===== config.mk =====
export PLATFORM = sky130hd
export DESIGN_NAME = dco_phase_sampler
export DESIGN_NICKNAME = d
export VERILOG_FILES = /design/src/rtl/dco_pkg.sv /design/src/rtl/dco_ring_decode.sv /design/src/rtl/dco_phase_sampler.sv
export SDC_FILE = /design/constraint.sdc
export NUM_CORES = 1
export LEC_CHECK = 0
export CAP_MARGIN = 20
export CORE_AREA = 4 4 203 106
export CTS_CLUSTER_DIAMETER = 40
export DETAILED_ROUTE_END_ITERATION = 7
export DIE_AREA = 0 0 207 110
export DONT_BUFFER_PORTS = 1
export HOLD_SLACK_MARGIN = 0.1
export PLACE_DENSITY = 0.55
export SYNTH_ARGS = -nofsm -noshare
export SYNTH_HDL_FRONTEND = slang
export SYNTH_SLANG_ARGS = --single-unit

===== constraint.sdc =====
create_clock -name refclk -period 10.74 [get_ports refclk]
set_input_delay 1.074 -clock refclk [delete_from_list [all_inputs] [get_ports refclk]]
set_output_delay 1.074 -clock refclk [all_outputs]
set_load 0.01 [all_outputs]

===== src/rtl/dco_pkg.sv =====
// ==== dco_pkg : shared defaults, derived widths and Gray helper for the DCO phase sampler
// ==== rev 1.0
`default_nettype none

package dco_pkg;

  localparam int NUM_STAGES_DEF = 7;
  localparam int CNT_W_DEF      = 8;
  localparam int AVG_LOG2_DEF   = 2;

  localparam int FR_W_DEF = $clog2(2 * NUM_STAGES_DEF);
  localparam int PH_W_DEF = CNT_W_DEF + FR_W_DEF;
  localparam int DW_DEF   = PH_W_DEF + 1;

  // Widest count the helper accepts; callers zero-extend and truncate back.
  localparam int GRAY_MAX_W = 32;

  function automatic logic [GRAY_MAX_W-1:0] gray2bin(input logic [GRAY_MAX_W-1:0] gray);
    logic [GRAY_MAX_W-1:0] bin;
    bin[GRAY_MAX_W-1] = gray[GRAY_MAX_W-1];
    for (int i = GRAY_MAX_W - 2; i >= 0; i--) begin
      bin[i] = bin[i+1] ^ gray[i];
    end
    return bin;
  endfunction

endpackage

`default_nettype wire


===== src/rtl/dco_ring_decode.sv =====
// ==== dco_ring_decode : ring-oscillator snapshot to fractional phase, with invalid-code flag
// ==== rev 1.0
`default_nettype none

module dco_ring_decode
  import dco_pkg::*;
#(
  parameter int NUM_STAGES = NUM_STAGES_DEF,
  parameter int FR_W       = $clog2(2 * NUM_STAGES)
) (
  input  logic [NUM_STAGES-1:0] ring,
  output logic [FR_W-1:0]       frac,
  output logic                  code_err
);

  localparam logic [FR_W-1:0] RING_LEN = FR_W'(2 * NUM_STAGES);
  localparam logic [FR_W-1:0] STAGES   = FR_W'(NUM_STAGES);

  logic [FR_W-1:0]       pop;
  logic [NUM_STAGES-1:0] low_code;
  logic [NUM_STAGES-1:0] high_code;

  always_comb begin
    pop = '0;
    for (int i = 0; i < NUM_STAGES; i++) begin
      pop = pop + FR_W'(ring[i]);
    end
  end

  // A legal snapshot is a run of ones anchored at bit 0 (rising half) or at
  // the top bit (falling half); both candidates are rebuilt from the popcount.
  always_comb begin
    low_code  = '0;
    high_code = '0;
    for (int i = 0; i < NUM_STAGES; i++) begin
      low_code[i]  = (FR_W'(i) < pop);
      high_code[i] = (FR_W'(i) >= (STAGES - pop));
    end
  end

  always_comb begin
    code_err = (ring != low_code) && (ring != high_code);
    if (ring[0]) begin
      frac = pop;
    end else if (pop == '0) begin
      frac = '0;
    end else begin
      frac = RING_LEN - pop;
    end
  end

endmodule

`default_nettype wire


===== src/rtl/dco_phase_sampler.sv =====
// ==== dco_phase_sampler : two-stage DCO phase sampler with phase delta and windowed averaging
// ==== rev 1.0
`default_nettype none

module dco_phase_sampler
  import dco_pkg::*;
#(
  parameter  int NUM_STAGES = NUM_STAGES_DEF,
  parameter  int CNT_W      = CNT_W_DEF,
  parameter  int AVG_LOG2   = AVG_LOG2_DEF,
  localparam int FR_W       = $clog2(2 * NUM_STAGES),
  localparam int PH_W       = CNT_W + FR_W,
  localparam int DW         = PH_W + 1,
  localparam int AW         = DW + AVG_LOG2
) (
  input  logic                  refclk,
  input  logic                  resetn,
  input  logic                  en,
  input  logic [NUM_STAGES-1:0] ring_state,
  input  logic [CNT_W-1:0]      cnt_gray,
  input  logic                  avg_mode,
  output logic [PH_W-1:0]       dco_phase,
  output logic signed [DW-1:0]  phase_delta,
  output logic                  delta_valid,
  output logic                  bubble_err,
  output logic signed [AW-1:0]  freq_avg,
  output logic                  avg_valid
);

  localparam int WC = AVG_LOG2 + 1;
  localparam logic [WC-1:0]   WIN_LAST = WC'((1 << AVG_LOG2) - 1);
  localparam logic [PH_W-1:0] RING_MOD = PH_W'(2 * NUM_STAGES);

  // Stage 1: raw snapshot; avg_mode travels with the sample it accompanies.
  logic [NUM_STAGES-1:0] ring_q, ring_d;
  logic [CNT_W-1:0]      cnt_q, cnt_d;
  logic                  mode_q, mode_d;
  logic                  s1_vld_q, s1_vld_d;

  // Stage 2: previous-sample memory and outputs.
  logic [CNT_W-1:0]      cnt_prev_q, cnt_prev_d;
  logic [FR_W-1:0]       frac_prev_q, frac_prev_d;
  logic                  have_prev_q, have_prev_d;
  logic [PH_W-1:0]       dco_phase_q, dco_phase_d;
  logic signed [DW-1:0]  phase_delta_q, phase_delta_d;
  logic                  delta_valid_q, delta_valid_d;
  logic                  bubble_err_q, bubble_err_d;
  logic signed [AW-1:0]  freq_avg_q, freq_avg_d;
  logic                  avg_valid_q, avg_valid_d;
  logic signed [AW-1:0]  acc_q, acc_d;
  logic [WC-1:0]         win_cnt_q, win_cnt_d;

  logic [FR_W-1:0]       frac_w;
  logic                  code_err_w;
  logic [FR_W-1:0]       frac_use_w;
  logic [CNT_W-1:0]      cnt_bin_w;
  logic [CNT_W-1:0]      dcnt_w;
  logic [PH_W-1:0]       scaled_w;
  logic [PH_W-1:0]       phase_w;
  logic signed [DW-1:0]  delta_w;
  logic signed [AW-1:0]  acc_sum_w;

  dco_ring_decode #(
    .NUM_STAGES (NUM_STAGES),
    .FR_W       (FR_W)
  ) u_ring_decode (
    .ring     (ring_q),
    .frac     (frac_w),
    .code_err (code_err_w)
  );

  // An invalid ring code keeps the last good fraction but the count still advances.
  always_comb begin
    frac_use_w = code_err_w ? frac_prev_q : frac_w;
    cnt_bin_w  = CNT_W'(gray2bin(GRAY_MAX_W'(cnt_q)));
    phase_w    = (PH_W'(cnt_bin_w) * RING_MOD) + PH_W'(frac_use_w);
    dcnt_w     = cnt_bin_w - cnt_prev_q;
    scaled_w   = PH_W'(dcnt_w) * RING_MOD;
    delta_w    = $signed({1'b0, scaled_w}) + $signed(DW'(frac_use_w))
                 - $signed(DW'(frac_prev_q));
    acc_sum_w  = acc_q + AW'(delta_w);
  end

  always_comb begin
    ring_d        = ring_q;
    cnt_d         = cnt_q;
    mode_d        = mode_q;
    s1_vld_d      = s1_vld_q;
    cnt_prev_d    = cnt_prev_q;
    frac_prev_d   = frac_prev_q;
    have_prev_d   = have_prev_q;
    dco_phase_d   = dco_phase_q;
    phase_delta_d = phase_delta_q;
    delta_valid_d = delta_valid_q;
    bubble_err_d  = 1'b0;
    freq_avg_d    = freq_avg_q;
    avg_valid_d   = 1'b0;
    acc_d         = acc_q;
    win_cnt_d     = win_cnt_q;

    if (en) begin
      ring_d   = ring_state;
      cnt_d    = cnt_gray;
      mode_d   = avg_mode;
      s1_vld_d = 1'b1;

      if (s1_vld_q) begin
        dco_phase_d  = phase_w;
        cnt_prev_d   = cnt_bin_w;
        frac_prev_d  = frac_use_w;
        have_prev_d  = 1'b1;
        bubble_err_d = code_err_w;

        if (have_prev_q) begin
          phase_delta_d = delta_w;
          delta_valid_d = 1'b1;
        end

        // Dropping out of averaging clears the window, so re-entering restarts it.
        if (!mode_q) begin
          acc_d     = '0;
          win_cnt_d = '0;
        end else if (have_prev_q) begin
          if (win_cnt_q == WIN_LAST) begin
            freq_avg_d  = acc_sum_w;
            avg_valid_d = 1'b1;
            acc_d       = '0;
            win_cnt_d   = '0;
          end else begin
            acc_d     = acc_sum_w;
            win_cnt_d = win_cnt_q + WC'(1);
          end
        end
      end
    end
  end

  always_ff @(posedge refclk) begin
    if (!resetn) begin
      ring_q        <= '0;
      cnt_q         <= '0;
      mode_q        <= 1'b0;
      s1_vld_q      <= 1'b0;
      cnt_prev_q    <= '0;
      frac_prev_q   <= '0;
      have_prev_q   <= 1'b0;
      dco_phase_q   <= '0;
      phase_delta_q <= '0;
      delta_valid_q <= 1'b0;
      bubble_err_q  <= 1'b0;
      freq_avg_q    <= '0;
      avg_valid_q   <= 1'b0;
      acc_q         <= '0;
      win_cnt_q     <= '0;
    end else begin
      ring_q        <= ring_d;
      cnt_q         <= cnt_d;
      mode_q        <= mode_d;
      s1_vld_q      <= s1_vld_d;
      cnt_prev_q    <= cnt_prev_d;
      frac_prev_q   <= frac_prev_d;
      have_prev_q   <= have_prev_d;
      dco_phase_q   <= dco_phase_d;
      phase_delta_q <= phase_delta_d;
      delta_valid_q <= delta_valid_d;
      bubble_err_q  <= bubble_err_d;
      freq_avg_q    <= freq_avg_d;
      avg_valid_q   <= avg_valid_d;
      acc_q         <= acc_d;
      win_cnt_q     <= win_cnt_d;
    end
  end

  assign dco_phase   = dco_phase_q;
  assign phase_delta = phase_delta_q;
  assign delta_valid = delta_valid_q;
  assign bubble_err  = bubble_err_q;
  assign freq_avg    = freq_avg_q;
  assign avg_valid   = avg_valid_q;

endmodule

`default_nettype wire


== Word-level counts from Yosys, hierarchy flattened ==
Cells that the tools add are included.

* Register bits: 91
* Output and inout port bits: 43
* Word-level logic and storage cells: 74
* Input port bits: 19

* Eq/ne operators: 4
* Reduce and logical (&&, ||, !) cells: 8
* $lt $le $gt $ge: 14
* $mul: 2
* Bitwise operators: 7
* $add $sub $neg: 14
* Muxes and demuxes: 10

{| class="wikitable"
|+ Operators with widths
! kind !! count
|-
| 2-to-1 mux 15 bit || 3
|-
| multiplier 8 x 3 -> 11 bit, second input constant || 2
|-
| adder 4 x 1 -> 4 bit || 5
|-
| adder 15 x 13 -> 15 bit || 1
|-
| != test 7 bit || 2
|-
| adder 12 x 4 -> 13 bit || 1
|-
| subtractor 13 x 5 -> 13 bit || 1
|-
| adder 12 x 4 -> 12 bit || 1
|-
| greater-or-equal comparator 3 x 4 -> 1 bit, first input constant || 3
|-
| < comparator 3 x 4 -> 1 bit, first input constant || 3
|-
| 2-to-1 mux 4 bit || 3
|-
| AND reduction 5 bit || 2
|-
| 2-to-1 mux 3 bit || 3
|-
| AND reduction 3 bit || 3
|-
| greater-or-equal comparator 1 x 4 -> 1 bit, first input constant || 2
|-
| greater-or-equal comparator 2 x 4 -> 1 bit, first input constant || 2
|-
| < comparator 1 x 4 -> 1 bit, first input constant || 2
|-
| < comparator 2 x 4 -> 1 bit, first input constant || 2
|-
| subtractor 8 bit || 1
|-
| XOR 1 bit || 7
|-
| logical NOT 4 bit || 1
|-
| subtractor 3 x 4 -> 4 bit, first input constant || 1
|-
| subtractor 4 bit, first input constant || 1
|-
| adder 3 x 1 -> 3 bit, second input constant || 1
|-
| 6 further kinds || 6
|}

== Longest topological paths before layout ==
Gate-level depths: netlist (run 1).

* Word-level depth: 17
* Gate-level depth with buffers: 38
* Mapped depth without buffers: 37

== Cells and area by module ==
From an unflattened synthesis (run 1), not the netlist that was laid out.

* Cells, all modules: 781
* Area total of the unflattened synthesis: 6583.8 µm²

{| class="wikitable"
|+ By module, submodules not included
! module !! instances !! area each (µm²) !! cells each !! sequential area each (µm²)
|-
| dco_phase_sampler || 1 || 5995.8 || 703 || 1801.7
|-
| dco_ring_decode || 1 || 588.1 || 78 || 0.0
|}

== Least setup slack after synthesis (run 1) ==
No wires, ideal clock.

* Path type: reg2reg
* Start point: register cnt_q[6]
* End point: register acc_q[13]
* Path slack: 2.530 ns
* Stages on the path, launching flop included: 39
* Clock period less this slack: 8.210 ns
* Data required time: 10.624 ns
* Setup time: 0.116 ns
* Path buffers: 1
* Data arrival time: 8.094 ns
* Path through: dfxtp_1 > inv_1 > ha_1 > buf_4 > xor2_4 > xnor2_4 > xor2_4 > xor2_4 > xor2_4 > ha_1 > ha_1 > fa_1 > nor2b_1 > o21ai_0 > nand2b_1 > xor2_1 > inv_1 > fa_1 > [3 not listed] > a21oi_1 > nor2b_1 > o21a_1 > nor2_1 > xnor2_1 > inv_1 > ha_1 > and3_1 > nand4_1 > a21oi_1 > nor2_1 > xnor2_1 > ha_1 > and4_1 > a221o_1 > a31oi_1 > mux2i_1 > a31o_2

* Longest elaborated chain between the ends: 15

{| class="wikitable"
|+ RTL lines
! what !! RTL line !! RTL
|-
| start, declared || dco_phase_sampler.sv:36 || <nowiki>logic [CNT_W-1:0] cnt_q, cnt_d;</nowiki>
|-
| start signal, assigned || dco_phase_sampler.sv:157 || <nowiki>cnt_q <= cnt_d;</nowiki>
|-
| XOR 1 bit * (3 in series) || dco_pkg.sv:22 || <nowiki>bin[i] = bin[i+1] ^ gray[i];</nowiki>
|-
| named net cnt_bin_w[4] || dco_phase_sampler.sv:56 || <nowiki>logic [CNT_W-1:0] cnt_bin_w;</nowiki>
|-
| XOR 1 bit * || dco_pkg.sv:22 ||
|-
| named net cnt_bin_w[3] || dco_phase_sampler.sv:56 ||
|-
| XOR 1 bit * || dco_pkg.sv:22 ||
|-
| named net cnt_bin_w[2] || dco_phase_sampler.sv:56 ||
|-
| XOR 1 bit * || dco_pkg.sv:22 ||
|-
| named net cnt_bin_w[1] || dco_phase_sampler.sv:56 ||
|-
| [2 not listed] || -- ||
|-
| multiplier 8 x 3 -> 11 bit * || dco_phase_sampler.sv:78 || <nowiki>scaled_w = PH_W'(dcnt_w) * RING_MOD;</nowiki>
|-
| adder 12 x 4 -> 13 bit * || dco_phase_sampler.sv:79 || <nowiki>delta_w = $signed({1'b0, scaled_w}) + $signed(DW'(frac_use_w))</nowiki>
|-
| subtractor 13 x 5 -> 13 bit * || dco_phase_sampler.sv:80 || <nowiki>- $signed(DW'(frac_prev_q));</nowiki>
|-
| named net delta_w[12] || dco_phase_sampler.sv:60 || <nowiki>logic signed [DW-1:0] delta_w;</nowiki>
|-
| adder 15 x 13 -> 15 bit * || dco_phase_sampler.sv:81 || <nowiki>acc_sum_w = acc_q + AW'(delta_w);</nowiki>
|-
| 2-to-1 mux 15 bit * || dco_phase_sampler.sv:124 || <nowiki>if (win_cnt_q == WIN_LAST) begin</nowiki>
|-
| 2-to-1 mux 15 bit * || dco_phase_sampler.sv:123 || <nowiki>end else if (have_prev_q) begin</nowiki>
|-
| 2-to-1 mux 15 bit * || dco_phase_sampler.sv:120 || <nowiki>if (!mode_q) begin</nowiki>
|-
| end signal, assigned || dco_phase_sampler.sv:153 || <nowiki>acc_q <= '0;</nowiki>
|-
| end signal, assigned || dco_phase_sampler.sv:169 || <nowiki>acc_q <= acc_d;</nowiki>
|-
| end, declared || dco_phase_sampler.sv:50 || <nowiki>logic signed [AW-1:0] acc_q, acc_d;</nowiki>
|}

Mark *: on every way through the listed nets, which the timed path passes. The rest lies on a longest branch. The select of a mux whose other input is x is not followed.
A chain may end at the register's enable or synchronous reset.

== Worst setup path in the final report (run 1) ==
* Start point: register cnt_q[7]
* End point: register acc_q[13]

The elaborated chain is that of the path after synthesis.

==> reports/qor.csv, run 1 <==
metric,value,unit
worstPathArrival,9490,ps
outcome,"complete, no violations",
finalHoldViolCount,0,
path_class,flip-flop to flip-flop,
setup_viol_count_final,0,
drv_cap,0,
cts_root_buffer,clkbuf_16,
yosysSeqAreaShare,26.5,%
fillers,2036,
fin_worst_skew,10.4,ps
cts_tree,done,
antenna_left,0,
port_buffers,0,
ys_ff_latch,90,
finalSetupTns,0,ps
grt_overflow,0,
die_width,207,um
routedWlPerCell,15.2,um
synth_cell_types,67,
crit_required,11000,ps
firstDrtPassIters,5,
cts_buffers,9,
drc,0,
netlist_area,6800,um2
async_reset_ff_share,0,%
core_area,19500,um2
core.rowCount,36,
die_area,22800,um2
synth_ff_type,dfxtp_1,
fin_nets,907,
cts_max_level,3,
clock_sinks,90,
viasPerCell,5.17,
post_cts_buffers,0,
dp.final_hpwl,12.5,mm
multiInputGateArea,4620,um2
die_y,110,um
grt_max_degree,77,
gp_congestion,0.885,
fin_crit_sh,86.0,%
slew_violations,0,
ctsResizeCount,0,
clockBufferDepth,2,
vias,5576,
hold_path.class,flip-flop to flip-flop,
clk_latency,360,ps
n_antenna_cell,0,
drt_iter0_drc,315,
max_slew_margin,42.2,%
yosysWarnings,0,
drive_above_1_share,5.41,%
routed_wl,16.4,mm
path_common_cell,ha_1,
cp_max_fo,10,
worst_path_largest_cell_delay,580,ps
synthesis.nets,926,
synth_edf_count,0,
worstSetupStartpointType,flip-flop,
grt_pass1_vias,5258,
grt_pass1_wl,27.2,mm
worst_pin_slew,860,ps
antenna_found_initial,0,
syn_inst,827,
cpMaxStageDelayCell,xnor2_1,
globalRouteTotalUtil,14.8,%
hold_buffers,0,
clk_pin_slew,70,ps
critPathCaptureType,flip-flop,
postSynthAreaPerCell,8.22,um2
rsz0062_at_grt,false,
finalCriticalPeriod,9230,ps
io_pins,62,
start_util,34.9,%
fmax,108,MHz
ff_latch_area,1800,um2
synthToLayoutAreaGrowth,7.84,%
==> stage by stage <==
step | instances | setup WS (ps) | util (%) | hold WS [ps] | cell area [um2]
2_1_floorplan | 827 | 2530 | - | 423 | 6800
3_3_place_gp | 1061 | 1610 | 36.0 | 437 | 7010
3_5_place_dp | 1061 | 1440 | 36.0 | 440 | 7010
4_1_cts | 1077 | 1430 | 37.6 | 450 | 7320
5_1_grt | 1079 | 620 | 37.7 | 455 | 7330
6_report | 1079 | 1510 | 37.7 | 450 | 7330
==> final timing paths <==
path,cells after the start,to,start,slack [ps]
max reg2reg,36,acc_q[13],cnt_q[7],1510
max,36,acc_q[13],cnt_q[7],1510
min reg2reg,2,win_cnt_q[2],win_cnt_q[2],450
min,2,win_cnt_q[2],win_cnt_q[2],450
==> logic make-up after synthesis <==
| logic type | after synthesis | share of synthesized area [%] |
|---|---|---|
| compound gates | 204 | 19.1 |
| xor+xnor | 63 | 9.60 |
| fa+ha+maj | 80 | 16.8 |
| buf+inv | 96 | 5.57 |
| flops | 90 | 26.5 |
| mux | 33 | 4.97 |
| simple gates | 261 | 17.5 |
==> Yosys cell counts (all sizes together) (2+ instances only) <==
master	count	area [um2]
nand2	91	344
dfxtp	90	1800
nor2	88	330
a21oi	72	372
ha	61	763
inv	61	229
xnor2	36	334
o21ai	31	155
mux2i	27	270
xor2	27	319
a21o	22	165
clkbuf	22	82.6
fa	19	380
nand3	19	95.1
a211oi	16	120
buf	13	67.6
nor2b	11	68.8
a22oi	10	75.1
nor3	10	50.1
nand4	9	62.6
o21a	9	67.6
a31oi	8	50.1
o21bai	7	52.6
mux2	6	67.6
nand2b	5	31.3
o22ai	5	37.5
o31ai	5	37.5
or3	5	31.3
and3	4	25.0
o211ai	4	30.0
nor3b	3	22.5
a31o	2	17.5
and2	2	12.5
and4	2	17.5
nand4b	2	17.5
nor4b	2	17.5
or2	2	12.5
or4	2	15.0
==> cell usage in the layout, fill, tap and decap left out, drive strengths merged, types with 2 or more instances in the layout <==
master | netlist | final
o21ai | 31 | 31
nand4 | 9 | 9
o21bai | 7 | 7
dfxtp | 90 | 90
xnor2 | 36 | 36
a21o | 22 | 22
and3 | 4 | 4
xor2 | 27 | 27
nor3 | 10 | 10
o21a | 9 | 9
ha | 61 | 61
or2 | 2 | 2
a22oi | 10 | 10
mux2 | 6 | 6
nand2b | 5 | 5
nand2 | 91 | 91
nor4b | 2 | 2
nand4b | 2 | 2
o211ai | 4 | 4
clkbuf | 22 | 11
inv | 61 | 63
a31o | 2 | 2
a211oi | 16 | 16
o22ai | 5 | 5
o31ai | 5 | 5
and2 | 2 | 2
nand3 | 19 | 19
nor2 | 88 | 88
mux2i | 27 | 27
a21oi | 72 | 72
nor2b | 11 | 11
or4 | 2 | 2
and4 | 2 | 2
or3 | 5 | 5
buf | 13 | 5
a31oi | 8 | 8
fa | 19 | 19
nor3b | 3 | 3
==> sequential cells by signal, indices dropped and copies added (netlist names) <==
name and flops:
s1_vld_q 1, frac_prev_q 4, cnt_q 8, mode_q 1
freq_avg 15, phase_delta 13, cnt_prev_q 8, have_prev_q 1
bubble_err 1, ring_q 7, delta_valid 1, avg_valid 1
win_cnt_q 3, dco_phase 11, acc_q 15
==> layer usage <==
metal	GRT usage, %	vias up	wire [um]
met4	4.01	0	222
met1	19.5	2636	7980
li1	-	2827	-
met3	4.18	16	912
met2	24.0	97	7300
met5	0	-	0
==> critical path: cells and delay by family, from the launching register on <==
kind / cells / cell delay [ps]
adders and majority gates: 8 / 3050
muxes: 1 / 130
AOI/OAI and AO/OA: 8 / 1630
buffers and inverters: 3 / 240
xor gates and xnor gates: 8 / 2520
DFF: 1 / 520
and+or+nand+nor: 8 / 1030
==> layout make-up <==
class / instances / share of cell area [%]
timing repair buffer: 5 / 0.512
multi-input combinational: 641 / 63.0
tap: 266 / 4.54
clock inverter: 5 / 0.819
inverter: 61 / 3.12
sequential: 90 / 24.6
clock buffer: 11 / 3.45
Power of run 1 is not shown: default switching activity piles up to over one toggle a cycle in this logic, so the estimate is an artifact.
==> run 2: changes to the inputs <==
- SLEW_MARGIN: default -> 30
==> reports/qor.csv, run 2 (same netlist as run 1, synthesis figures left out) <==
metric,value,unit,change
grt_overflow,0,,unchanged
clockBufferDepth,2,,unchanged
core.rowCount,36,,unchanged
grt_pass1_vias,5217,,-0.78%
clock_sinks,90,,unchanged
fin_worst_skew,10.7,ps,+0.284 ps
ctsResizeCount,0,,unchanged
finalCriticalPeriod,9230,ps,-6.44 ps
worstSetupStartpointType,flip-flop,,
hold_path.class,flip-flop to flip-flop,,
cp_max_fo,10,,unchanged
viasPerCell,5.14,,-0.62%
drt_iter0_drc,299,,-5.1%
fin_crit_sh,85.9,%,about the same
globalRouteTotalUtil,14.6,%,-0.21 points
n_antenna_cell,0,,unchanged
max_slew_margin,44.2,%,+2.0 points
fin_nets,905,,-0.22%
antenna_found_initial,0,,unchanged
die_y,110,um,unchanged
worst_hold_slack,449,ps,-0.836 ps
critical_path_buf_inv_count,3,,unchanged
fmax,108,MHz,about the same
vias,5526,,-0.90%
port_buffers,0,,unchanged
worst_pin_slew,836,ps,-23.8 ps
core_area,19500,um2,unchanged
finalSetupTns,0,ps,unchanged
slew_violations,0,,unchanged
die_area,22800,um2,unchanged
grt_pass1_wl,27.2,mm,-0.13%
io_pins,62,,unchanged
start_util,34.9,%,unchanged
cts_max_level,3,,unchanged
gp_congestion,0.885,,unchanged
hold_buffers,0,,unchanged
critPathCaptureType,flip-flop,,
cts_buffers,9,,unchanged
cts_tree,done,,
die_width,207,um,unchanged
cpMaxStageDelayCell,xnor2_1,,
firstDrtPassIters,6,,+1
final_cell_mix,"nand2_1, dfxtp_1, nor2_1",,
drc,0,,unchanged
worstPathArrival,9470,ps,-20 ps
clk_pin_slew,70,ps,about the same
drive_above_1_share,5.31,%,-0.10 points
synthToLayoutAreaGrowth,7.34,%,
path_common_cell,ha_1,,
dp.final_hpwl,12.5,mm,about the same
clk_latency,350,ps,about the same
setup_viol_count_final,0,,unchanged
outcome,"complete, no violations",,
cp_top_family,adder cells,,
rsz0062_at_grt,false,,
crit_required,10980,ps,-20 ps
finalHoldViolCount,0,,unchanged
worst_path_largest_cell_delay,590,ps,about the same
drv_cap,0,,unchanged
routed_wl,16.2,mm,-1.1%
path_class,flip-flop to flip-flop,,
routedWlPerCell,15.1,um,-0.83%
cts_root_buffer,clkbuf_16,,
grt_max_degree,77,,unchanged
antenna_left,0,,unchanged
post_cts_buffers,0,,unchanged
run 2: worst paths after layout:
path	slack (ps)	endpoint	from	depth (start not counted)
min reg2reg	450	win_cnt_q[2]	win_cnt_q[2]	2
min	450	win_cnt_q[2]	win_cnt_q[2]	2
max reg2reg	1510	acc_q[13]	cnt_q[7]	35
max	1510	acc_q[13]	cnt_q[7]	35
run 2: layer usage:
metal / share of wire [%] / global-route usage [%] / vias up
li1: - / - / 2827
met1: 49 / 19.7 / 2598
met4: 0.84 / 2.55 / 0
met2: 45 / 24.0 / 91
met3: 4.9 / 3.87 / 10
met5: 0 / 0 / -
run 2: tightest hold or removal path: stages, from the launching register on:
cell and delay [ps]:
dfxtp_1 320, nand2_1 50, nor2_1 40
run 2: through the flow:
stage               utilization, %  instances  worst slack, ps  instance area [um2]
CTS                           37.5       1076             1410                 7300
global route                  37.5       1076              645                 7300
global placement              36.0       1061             1610                 7010
floorplan                        -        827             2530                 6800
detailed placement            36.0       1061             1410                 7010
finish                        37.5       1076             1510                 7300
run 2: cell type report:
| type | count | area [um2] |
|---|---|---|
| clock buffers | 12 | 267 |
| clock inverters | 3 | 22.5 |
| fillers | 2056 | 12200 |
| inverters | 61 | 229 |
| multi-input cells | 641 | 4620 |
| flip-flops and latches | 90 | 1800 |
| well taps | 266 | 333 |
| repair buffers | 3 | 22.5 |
Power of run 2 is left out for the same reason.
==> run 3: changes to the inputs <==
- REMOVE_ABC_BUFFERS: default -> 1
==> reports/qor.csv, run 3 (same netlist as run 1, synthesis figures left out) <==
metric,value,unit,change
final_cell_mix,"nand2_1, dfxtp_1, nor2_1",,
cp_max_fo,10,,unchanged
viasPerCell,5.07,,-1.3%
worstPathArrival,9380,ps,-90 ps
rsz0062_at_grt,false,,
vias,5464,,-1.1%
fillers,2023,,-1.6%
grt_max_degree,77,,unchanged
cts_buffers,9,,unchanged
finalHoldViolCount,0,,unchanged
drv_cap,0,,unchanged
cp_top_family,adder cells,,
start_util,34.9,%,unchanged
hold_path.class,flip-flop to flip-flop,,
grt_pass1_vias,5256,,+0.75%
post_cts_buffers,0,,unchanged
post-place-ws,1570,ps,+155 ps
ff_latch_area,1800,um2,unchanged
final_util,37.5,%,unchanged
worst_slack,1600,ps,+89.8 ps
worst_path_largest_cell_delay,620,ps,+30 ps
setup_viol_count_final,0,,unchanged
grt_overflow,0,,unchanged
cts_root_buffer,clkbuf_16,,
antenna_found_initial,0,,unchanged
finalSetupTns,0,ps,unchanged
die_y,110,um,unchanged
critical_path_buf_inv_count,3,,unchanged
drt_iter0_drc,257,,-14%
n_antenna_cell,0,,unchanged
clk_pin_slew,70,ps,about the same
fin_worst_skew,7.75,ps,-2.96 ps
io_pins,62,,unchanged
fin_nets,907,,+0.22%
synthToLayoutAreaGrowth,7.34,%,unchanged
max_slew_margin,40.4,%,-3.8 points
dp.final_hpwl,12.0,mm,-4.3%
path_common_cell,ha_1,,
routedWlPerCell,15.0,um,-0.63%
die_area,22800,um2,unchanged
firstDrtPassIters,5,,-1
die_width,207,um,unchanged
cpMaxStageDelayCell,xnor2_1,,
clock_sinks,90,,unchanged
hold_buffers,0,,unchanged
routed_wl,16.2,mm,-0.45%
drive_above_1_share,5.30,%,-0.013 points
critPathCaptureType,flip-flop,,
finalCriticalPeriod,9140,ps,-89.8 ps
grt_pass1_wl,27.0,mm,-0.38%
worst_pin_slew,894,ps,+57.6 ps
globalRouteTotalUtil,14.6,%,+0.042 points
fin_crit_sh,85.1,%,-0.84 points
port_buffers,0,,unchanged
slew_violations,0,,unchanged
drc,0,,unchanged
worstSetupStartpointType,flip-flop,,
path_class,flip-flop to flip-flop,,
fmax,109,MHz,+0.98%
clockBufferDepth,2,,unchanged
antenna_left,0,,unchanged
outcome,"complete, no violations",,
core.rowCount,36,,unchanged
multiInputGateArea,4620,um2,-0.11%
ctsResizeCount,0,,unchanged
clk_latency,360,ps,about the same
gp_congestion,0.859,,-2.9%
crit_required,10990,ps,about the same
cts_max_level,3,,unchanged
cts_tree,done,,
core_area,19500,um2,unchanged
run 3: changes by cell type in the layout (fill, tap and decap cells not counted):
cell | previous run | this run
clkinv_2 | 1 | 2
clkinv_4 | 1 | 0
clkbuf_8 | 3 | 2
nor2_1 | 86 | 88
nor2_2 | 2 | 0
buf_4 | 3 | 5
clkinvlp_4 | 0 | 1
run 3: layout make-up:
cell class	instances	share of cell area, %
inverter	61	3.14
clock buffer	11	3.46
sequential	90	24.7
timing repair buffer	5	0.514
clock inverter	4	0.360
tap	266	4.56
multi-input combinational	641	63.3
run 3: worst register-to-register path, delay by kind of cell (launching register included):
kind / cells / cell delay, ps
fa+ha+maj: 8 / 3030
mux: 1 / 120
flops: 1 / 520
compound gates: 8 / 1580
xor+xnor: 8 / 2520
buf+inv: 3 / 230
simple gates: 8 / 1040
run 3: worst paths after layout:
kind / endpoint / depth (start not counted) / startpoint / slack, ps
min: win_cnt_q[2] / 2 / win_cnt_q[2] / 440
max: acc_q[13] / 36 / cnt_q[7] / 1600
max reg2reg: acc_q[13] / 36 / cnt_q[7] / 1600
min reg2reg: win_cnt_q[2] / 2 / win_cnt_q[2] / 440
run 3: routing by layer:
layer	track usage (%)	share of wire, %	up-vias
met2	23.3	42	80
li1	-	-	2831
met3	4.44	5.7	15
met1	19.6	51	2538
met4	3.58	1.2	0
met5	0	0	-
run 3: through the flow:
step	cell area (um2)	hold WS (ps)	cells
2_1_floorplan	6650	423	792
3_3_place_gp	7020	432	1063
3_5_place_dp	7020	434	1063
4_1_cts	7300	444	1078
5_1_grt	7300	470	1078
6_report	7300	442	1078
Power of run 3 is left out for the same reason.
